$ cat src/rtl/sha256_mem_responder.sv
// Memory-side responder and host front end for simplified_sha256: owns the word RAM,
// loads a streamed message, runs the core under a watchdog, then streams the digest.
module sha256_mem_responder #(
  parameter int MEM_DEPTH = 64,
  parameter int MSG_BASE  = 0,
  parameter int OUT_BASE  = 32,
  parameter int MSG_WORDS = 20,
  parameter int TIMEOUT   = 1023
) (
  input  logic        i_clk,
  input  logic        i_reset,
  input  logic        i_in_valid,
  input  logic [31:0] i_in_data,
  output logic        o_in_ready,
  output logic        o_out_valid,
  output logic [31:0] o_out_data,
  output logic        o_out_last,
  input  logic        i_out_ready,
  output logic        o_busy,
  output logic        o_err,
  output logic        o_core_rst_n,
  output logic        o_start,
  input  logic        i_done,
  output logic [15:0] o_message_addr,
  output logic [15:0] o_output_addr,
  input  logic [15:0] i_mem_addr,
  input  logic        i_mem_we,
  input  logic [31:0] i_mem_write_data,
  output logic [31:0] o_mem_read_data
);

  // state | meaning
  // IDLE  | waiting for first message word, core held in reset
  // LOAD  | accepting remaining message words
  // START | core released from reset
  // RUN   | core active, start pulse then watchdog
  // DRAIN | streaming 8 digest words to host
  typedef enum logic [2:0] {S_IDLE, S_LOAD, S_START, S_RUN, S_DRAIN} state_t;

  localparam int AW = (MEM_DEPTH > 1) ? $clog2(MEM_DEPTH) : 1;
  localparam int CW = $clog2(MSG_WORDS + 1);
  localparam int WW = $clog2(TIMEOUT + 1);
  localparam logic [AW-1:0] MSG_IDX  = AW'(MSG_BASE);
  localparam logic [AW-1:0] OUT_IDX  = AW'(OUT_BASE);
  localparam logic [CW-1:0] LAST_CNT = CW'(MSG_WORDS - 1);
  localparam logic [WW-1:0] WD_LAST  = WW'(TIMEOUT - 1);

  if (MSG_BASE + MSG_WORDS > MEM_DEPTH) begin : g_bad_msg
    $error("message region exceeds MEM_DEPTH");
  end
  if (OUT_BASE + 8 > MEM_DEPTH) begin : g_bad_out
    $error("digest region exceeds MEM_DEPTH");
  end
  if (!((MSG_BASE + MSG_WORDS <= OUT_BASE) || (OUT_BASE + 8 <= MSG_BASE))) begin : g_overlap
    $error("message and digest regions overlap");
  end

  logic [31:0]   r_ram [MEM_DEPTH];
  state_t        r_state;
  logic [CW-1:0] r_cnt;
  logic [WW-1:0] r_wdog;
  logic [2:0]    r_didx;
  logic          r_issue;
  logic          r_in_ready;
  logic          r_out_valid;
  logic [31:0]   r_out_data;
  logic          r_out_last;
  logic          r_busy;
  logic          r_err;
  logic          r_core_rst_n;
  logic          r_start;
  logic [31:0]   r_mem_read_data;

  logic          w_core_in_range;
  logic [AW-1:0] w_core_idx;
  logic [AW-1:0] w_drain_idx;
  logic          w_host_acc;
  logic          w_we;
  logic [AW-1:0] w_waddr;
  logic [31:0]   w_wdata;

  assign w_core_in_range = ({16'b0, i_mem_addr} < 32'(MEM_DEPTH));
  assign w_core_idx      = i_mem_addr[AW-1:0];
  assign w_drain_idx     = OUT_IDX + AW'(r_didx);
  assign w_host_acc      = r_in_ready && i_in_valid;

  // Single RAM write port: host loads in IDLE/LOAD, core writes only in RUN.
  always_comb begin
    w_we    = 1'b0;
    w_waddr = MSG_IDX + AW'(r_cnt);
    w_wdata = i_in_data;
    if ((r_state == S_IDLE || r_state == S_LOAD) && w_host_acc) begin
      w_we = 1'b1;
    end else if (r_state == S_RUN && i_mem_we && w_core_in_range) begin
      w_we    = 1'b1;
      w_waddr = w_core_idx;
      w_wdata = i_mem_write_data;
    end
  end

  always_ff @(posedge i_clk) begin
    if (w_we) r_ram[w_waddr] <= w_wdata;
  end

  always_ff @(posedge i_clk or posedge i_reset) begin
    if (i_reset) r_mem_read_data <= '0;
    else         r_mem_read_data <= w_core_in_range ? r_ram[w_core_idx] : '0;
  end

  always_ff @(posedge i_clk or posedge i_reset) begin
    if (i_reset) begin
      r_state      <= S_IDLE;
      r_cnt        <= '0;
      r_wdog       <= '0;
      r_didx       <= '0;
      r_issue      <= 1'b0;
      r_in_ready   <= 1'b0;
      r_out_valid  <= 1'b0;
      r_out_data   <= '0;
      r_out_last   <= 1'b0;
      r_busy       <= 1'b0;
      r_err        <= 1'b0;
      r_core_rst_n <= 1'b0;
      r_start      <= 1'b0;
    end else begin
      r_start <= 1'b0;
      case (r_state)
        S_IDLE: begin
          r_in_ready   <= 1'b1;
          r_core_rst_n <= 1'b0;
          r_busy       <= 1'b0;
          r_cnt        <= '0;
          r_wdog       <= '0;
          r_didx       <= '0;
          if (w_host_acc) begin
            r_err  <= 1'b0;
            r_busy <= 1'b1;
            if (MSG_WORDS == 1) begin
              r_in_ready   <= 1'b0;
              r_core_rst_n <= 1'b1;
              r_state      <= S_START;
            end else begin
              r_cnt   <= CW'(1);
              r_state <= S_LOAD;
            end
          end
        end
        S_LOAD: begin
          if (w_host_acc) begin
            if (r_cnt == LAST_CNT) begin
              r_in_ready   <= 1'b0;
              r_core_rst_n <= 1'b1;
              r_cnt        <= '0;
              r_state      <= S_START;
            end else begin
              r_cnt <= r_cnt + CW'(1);
            end
          end
        end
        S_START: begin
          r_start <= 1'b1;
          r_wdog  <= '0;
          r_state <= S_RUN;
        end
        S_RUN: begin
          if (!w_core_in_range) r_err <= 1'b1;
          if (i_done) begin
            r_didx  <= '0;
            r_issue <= 1'b1;
            r_wdog  <= '0;
            r_state <= S_DRAIN;
          end else if (r_wdog == WD_LAST) begin
            r_err        <= 1'b1;
            r_wdog       <= '0;
            r_busy       <= 1'b0;
            r_core_rst_n <= 1'b0;
            r_in_ready   <= 1'b1;
            r_state      <= S_IDLE;
          end else begin
            r_wdog <= r_wdog + WW'(1);
          end
        end
        S_DRAIN: begin
          // Issue cycle reads the RAM; the word is presented one cycle later.
          if (r_issue) begin
            r_out_data  <= r_ram[w_drain_idx];
            r_out_valid <= 1'b1;
            r_out_last  <= (r_didx == 3'd7);
            r_issue     <= 1'b0;
          end else if (r_out_valid && i_out_ready) begin
            r_out_valid <= 1'b0;
            r_out_last  <= 1'b0;
            if (r_didx == 3'd7) begin
              r_didx       <= '0;
              r_busy       <= 1'b0;
              r_core_rst_n <= 1'b0;
              r_in_ready   <= 1'b1;
              r_state      <= S_IDLE;
            end else begin
              r_didx  <= r_didx + 3'd1;
              r_issue <= 1'b1;
            end
          end
        end
        default: r_state <= S_IDLE;
      endcase
    end
  end

  assign o_in_ready      = r_in_ready;
  assign o_out_valid     = r_out_valid;
  assign o_out_data      = r_out_data;
  assign o_out_last      = r_out_last;
  assign o_busy          = r_busy;
  assign o_err           = r_err;
  assign o_core_rst_n    = r_core_rst_n;
  assign o_start         = r_start;
  assign o_message_addr  = 16'(MSG_BASE);
  assign o_output_addr   = 16'(OUT_BASE);
  assign o_mem_read_data = r_mem_read_data;

endmodule

$ cat config.mk
export PLATFORM = sky130hd
export DESIGN_NAME = sha256_mem_responder
export DESIGN_NICKNAME = d
export VERILOG_FILES = /design/src/rtl/sha256_mem_responder.sv
export SDC_FILE = /design/constraint.sdc
export NUM_CORES = 2
export LEC_CHECK = 0
export ABC_AREA = 1
export BUFFER_PORTS_ARGS = -buffer_cell sky130_fd_sc_hd__buf_4
export CAP_MARGIN = 20
export CORE_MARGIN = 2
export CORE_UTILIZATION = 25
export CTS_CLUSTER_SIZE = 12
export DETAILED_ROUTE_END_ITERATION = 10
export PLACE_DENSITY = 0.47
export SYNTH_ARGS = -nofsm -noshare
export SYNTH_HDL_FRONTEND = slang
export SYNTH_SLANG_ARGS = --single-unit
$ cat constraint.sdc
create_clock -name i_clk -period 4.58 [get_ports i_clk]
set_input_delay 0.229 -clock i_clk [delete_from_list [all_inputs] [get_ports i_clk]]
set_output_delay 0.229 -clock i_clk [all_outputs]
set_load 0.05 [all_outputs]
**Word level (Yosys, flattened, before mapping)**

Memory sizes are Yosys's and may differ from the RTL's. A register that Yosys moved wholly into a read port is not among the register bits.
Index checks and enable logic that the tools add are counted.
Widths: inputs -> output; s select.

- Register bits after elaboration: 61
- Memories kept: 1
- Memory bits (writable): 2,048
- Input bits: 86
- Output and inout port bits: 103

- Equal/unequal tests: 17
- Mux-type cells: 62
- Reductions and logical operators: 24
- Magnitude comparators: 1
- Add/subtract/negate cells: 4

Memory list:

| memory | depth | width | rd ports | clocked after Yosys merged registers in | wr ports | line | text |
|---|---|---|---|---|---|---|---|
| r_ram | 64 | 32 | 2 | 1 | 1 | 58 | `logic [31:0] r_ram [MEM_DEPTH];` |

Operators with widths:

| kind | number |
|---|---|
| $mux 32 | 3 |
| $mux 3 | 12 |
| $mux 1 | 32 |
| $mux 10 | 2 |
| $pmux 10 s2 | 1 |
| $lt 16x7->1 const B | 1 |
| $pmux 3 s5 | 1 |
| $ne 2x2->1 const B | 7 |
| $mux 6 | 2 |
| $add 10x1->10 const B | 1 |
| $eq 10x10->1 const B | 1 |
| $mux 5 | 2 |
| $pmux 5 s2 | 1 |
| $reduce_and 2->1 | 5 |
| $reduce_bool 2->1 | 5 |
| $pmux 3 s3 | 1 |
| $pmux 1 s4 | 2 |
| $reduce_and 8->1 | 1 |
| $reduce_and 7->1 | 1 |
| $add 6x3->6 const A | 1 |
| $eq 3x2->1 const B | 2 |
| $eq 3x3->1 const B | 2 |
| $reduce_and 6->1 | 1 |
| $add 5x1->5 const B | 1 |
| other kinds (14) | 20 |

**Depth between registers and ports, before layout**

- Depth after elaboration: 7
- Mapped depth: 14
- Mapped depth without buffers: 11

**Worst setup path before layout**

Ideal clock, no wire load.

- Kind: register to register
- Start: register r_state[2]
- End: memory r_ram[14][0], enable pin
- Cell stages (with the launch flop): 11
- Required time: 4,159 ps
- Setup time: 421 ps
- Path buffers: 1
- Arrival time: 2,938 ps
- Slack: 1,221 ps
- Cells stage by stage: dfrtp_1 -> inv_2 -> nand2_2 -> nor2_4 -> inv_2 -> nor2_4 -> nand2_2 -> buf_6 -> o21ai_4 -> nand4_2 -> nor2_1

- Cells in the longest elaborated chain, start to end: 7
- Elaborated cells between the ends (all ways): 13
- Classes of those cells: eq/ne (2); mux (6); reduce/logical (5)

RTL lines:

| element | line | text |
|---|---|---|
| start, declared | 59 | `state_t r_state;` |
| start signal, assigned | 112 | `r_state <= S_IDLE;` |
| start signal, assigned | 141 | `r_state <= S_START;` |
| start signal, assigned | 144 | `r_state <= S_LOAD;` |
| $eq 3x2->1 | 94 | `end else if (r_state == S_RUN && i_mem_we && w_core_in_range) begin` |
| $logic_and 1x1->1 (2 in a row) | 94 |  |
| $mux 1 | 94 |  |
| $mux 1 | 92 | `if ((r_state == S_IDLE \|\| r_state == S_LOAD) && w_host_acc) begin` |
| $mux 1 | 102 | `if (w_we) r_ram[w_waddr] <= w_wdata;` |
| $mux 1 (implied by the code) | 102 |  |
| end, declared | 58 |  |

Several ways; a longest one is shown, not always the timed one.

**Final worst setup path**

- Start: register r_state[2]
- End: memory r_ram[34][14], enable pin

Same word-level chain as after synthesis.

==> qor.txt <==
Final GP Congestion = 0.841
WHS Endpoint = r_ram[6][9]
core footprint = 352000 µm²
chip height = 598 µm
clk root buf = clkbuf_16
post-synthesis adder-cell area fraction = 0.000709
Hold Path Stages = 4
I/O Buffers = 156
flop2flop setup slack = 0.72 ns
clk buf depth = 4
Crit. End Element = flip-flop
die area = 358000 µm²
period utilization = 0.843
Final Setup Violations = 0
min-delay src = i_mem_write_data[9]
top post-synthesis cells by area = edfxtp_1, nand2_1, nand3_1
Max-Slew Margin vs Limit = 0.266
overall routing resource usage = 0.162
CTS tree = yes
Starting Density = 0.251
PostCTS Resize Cnt = 0
min Tclk post-route = 3.86 ns
# IOs = 189
hold_buf cts = 17
fraction of layout cells with a size suffix above 1 = 0.100
DR WL/cell = 23.5 µm
post-synthesis mux area share = 0
Post-synth EDFFs = 2048
Layout fillers = 35800
Via density = 4.80
number of synthesized register bits = 2141
routed vias = 61200
Post-Synth Simple-Gate Area = 0.224
Critical Path RT = 5.16 ns
Ys Warns = 0
drt initial violations = 7293
Tightest Pin Transition = 1.10 ns
area of the multi-input gates = 22600 µm²
CTS clk-pin slew, worst paths = 0.06 ns
LEAKAGE = 36.1 nW
worst r2r path cells = 12
Hold Slack = 0.0725 ns
hold violation count in the final report = 0
FMAX = 259 MHz
cell area after synthesis = 88300 µm²
Setup CP Type = flip-flop to flip-flop
Worst Skew = 0.0881 ns
Residual DRC = 0
sequential share of the synthesized area = 0.723
Reg area = 63800 µm²
CTS H-Tree Depth = 4
nature of the critical path startpoint = flip-flop
Post-DRT Antenna Nets = 0
first-pass GRT wire length = 427 mm
Sink Count = 2141
WP data arrival = 4.44 ns
reg-to-reg critical path endpoint = r_ram[34][14]
Slew Viols, Final = 0
Crit Path Max Fanout = 19
unrepaired setup endpoints after global routing = false
worst r2r src = r_state[2]
HP Class = primary input to flip-flop
Max IR drop VDD = 330 µV
dpl hpwl = 176 mm
worst skew pair latency = 0.92 ns
1st-pass router iterations = 8
top cell type by total area after synthesis = edfxtp_1
largest net degree at the start of global routing = 176
largest family of logic cells by synthesized area = simple AND/OR/NAND/NOR gates
Netlist cell types = 40
total CTS buffers = 226
die width = 598 µm
Compound-Gate Fraction of Synth Area = 0.0228
Syn Inst Count = 7707
Mapped Avg Cell Area = 11.5 µm²
pwr dens = 435 nW/µm²
FFs w/ async S/R, synth = 0.0434
Routed WL = 299 mm
Final #Nets = 7916
postcts setup bufs = 0
synthesis-to-layout area growth = 17.2%
Rows = 218
max cap viols = 0
Remaining Overflow, GRT = 0
Post-Synth XOR/XNOR Area = 0.0000992
Top FF cell, synth = edfxtp_1
Synth top area share = 0.697
TNS Setup = 0 ns
status = complete, no violations
vias in the first global route = 57700
initial antenna violation count = 17
-- where the power goes --
part | internal (mW) | switching [mW] | leakage (nW)
logic | 1.28 | 4.02 | 13.1
registers | 21.8 | 0.211 | 19.6
clock network | 10.0 | 7.63 | 3.36
-- critical path: stages, from the launching register on --
cell and delay [ns]:
dfrtp_1 0.39, inv_2 0.09, nand2_2 0.08, nor2_4 0.13, inv_2 0.08, nor2_4 0.08
nand2_2 0.40, nand2_1 0.19, o21ai_1 0.18, a21oi_1 0.25, nand2_1 0.53, nor2_4 0.84
buf_12 0.26
-- cells in the mapped netlist, drive strengths merged (2+ instances only) --
cell / number
buf: 266
o22ai: 27
edfxtp: 2048
nand2: 2479
a31oi: 2
nor2: 330
o211ai: 8
a21oi: 44
clkbuf: 277
o221ai: 57
nand4: 9
o21ai: 193
dfrtp: 93
ha: 5
inv: 51
conb: 2
nand3: 1797
nor3: 10
-- per-layer routing --
layer	routed length, µm	global-route usage	up-vias
li1	-	-	27400
met1	138000	0.241	30900
met2	132000	0.247	2462
met3	21600	0.0228	375
met4	7560	0.0426	0
met5	0	0	-
-- sequential cells by signal (all words and copies together), names as in the netlist --
signal and cells:
r_issue 1, o_out_last 1, o_busy 1, o_start 1, o_core_rst_n 1, r_state 3
o_mem_read_data 32, o_out_valid 1, r_ram 2048, o_out_data 32, o_err 1, r_wdog 10
r_didx 3, r_cnt 5, o_in_ready 1
-- cells in the final DEF (no fill, tap or decap), types with 26 or more instances in the layout --
master	Yosys	layout
clkbuf_8	0	26
nor2_4	3	68
o221ai_1	57	57
conb_1	2	32
clkbuf_16	0	230
a21oi_1	44	44
nand2_2	3	35
dfrtp_1	93	91
clkbuf_1	277	86
buf_4	33	314
nand3_1	1795	1795
buf_12	0	68
nor2_1	326	262
clkinv_1	1	33
nand2_1	2476	2444
edfxtp_1	2048	2048
o21ai_0	186	186
o22ai_1	27	27
inv_1	43	38
-- logic make-up (layout without fill, tap and decap cells) --
group                      Yosys count  in the layout
buffers and inverters              595            856
adders and majority gates            5              5
xor gates and xnor gates             1              1
AOI/OAI and AO/OA                  336            336
other                                2             39
DFF                               2141           2141
and+or+nand+nor                   4627           4627
-- per-stage QoR --
| step | instance area (µm²) | utilization | worst slack, ns | cells | power (mW) |
|---|---|---|---|---|---|
| finish | 103000 | 0.294 | 0.719 | 12700 | 44.9 |
| global route | 103000 | 0.294 | 0.471 | 12700 | 46.4 |
| CTS | 103000 | 0.294 | 0.760 | 12700 | 45.3 |
| detailed placement | 96300 | 0.274 | 0.788 | 12300 | 27.7 |
| global placement | 96300 | 0.274 | 0.759 | 12300 | 27.6 |
| floorplan | 88400 | - | 1.22 | 7737 | 25.5 |
-- worst max path at each step --
stage	start	end	depth (start not counted)
4_1_cts	r_state[2]	r_ram[34][14]	12
2_1_floorplan	r_state[2]	r_ram[14][0]	10
5_1_grt	r_state[2]	r_ram[34][30]	12
3_5_place_dp	r_state[2]	r_ram[34][2]	12
3_3_place_gp	i_mem_addr[8]	r_ram[35][6]	13
6_report	r_state[2]	r_ram[34][14]	12
-- area by class of cell --
cell class              instances  area share
flip-flops and latches       2141       0.617
multi-input cells            5001       0.218
clock buffers                 342      0.0622
well taps                    4730      0.0572
repair buffers                403      0.0381
clock inverters                59     0.00467
inverters                      52     0.00223
diodes                          7    0.000169
(Power assumes the default switching activity.)
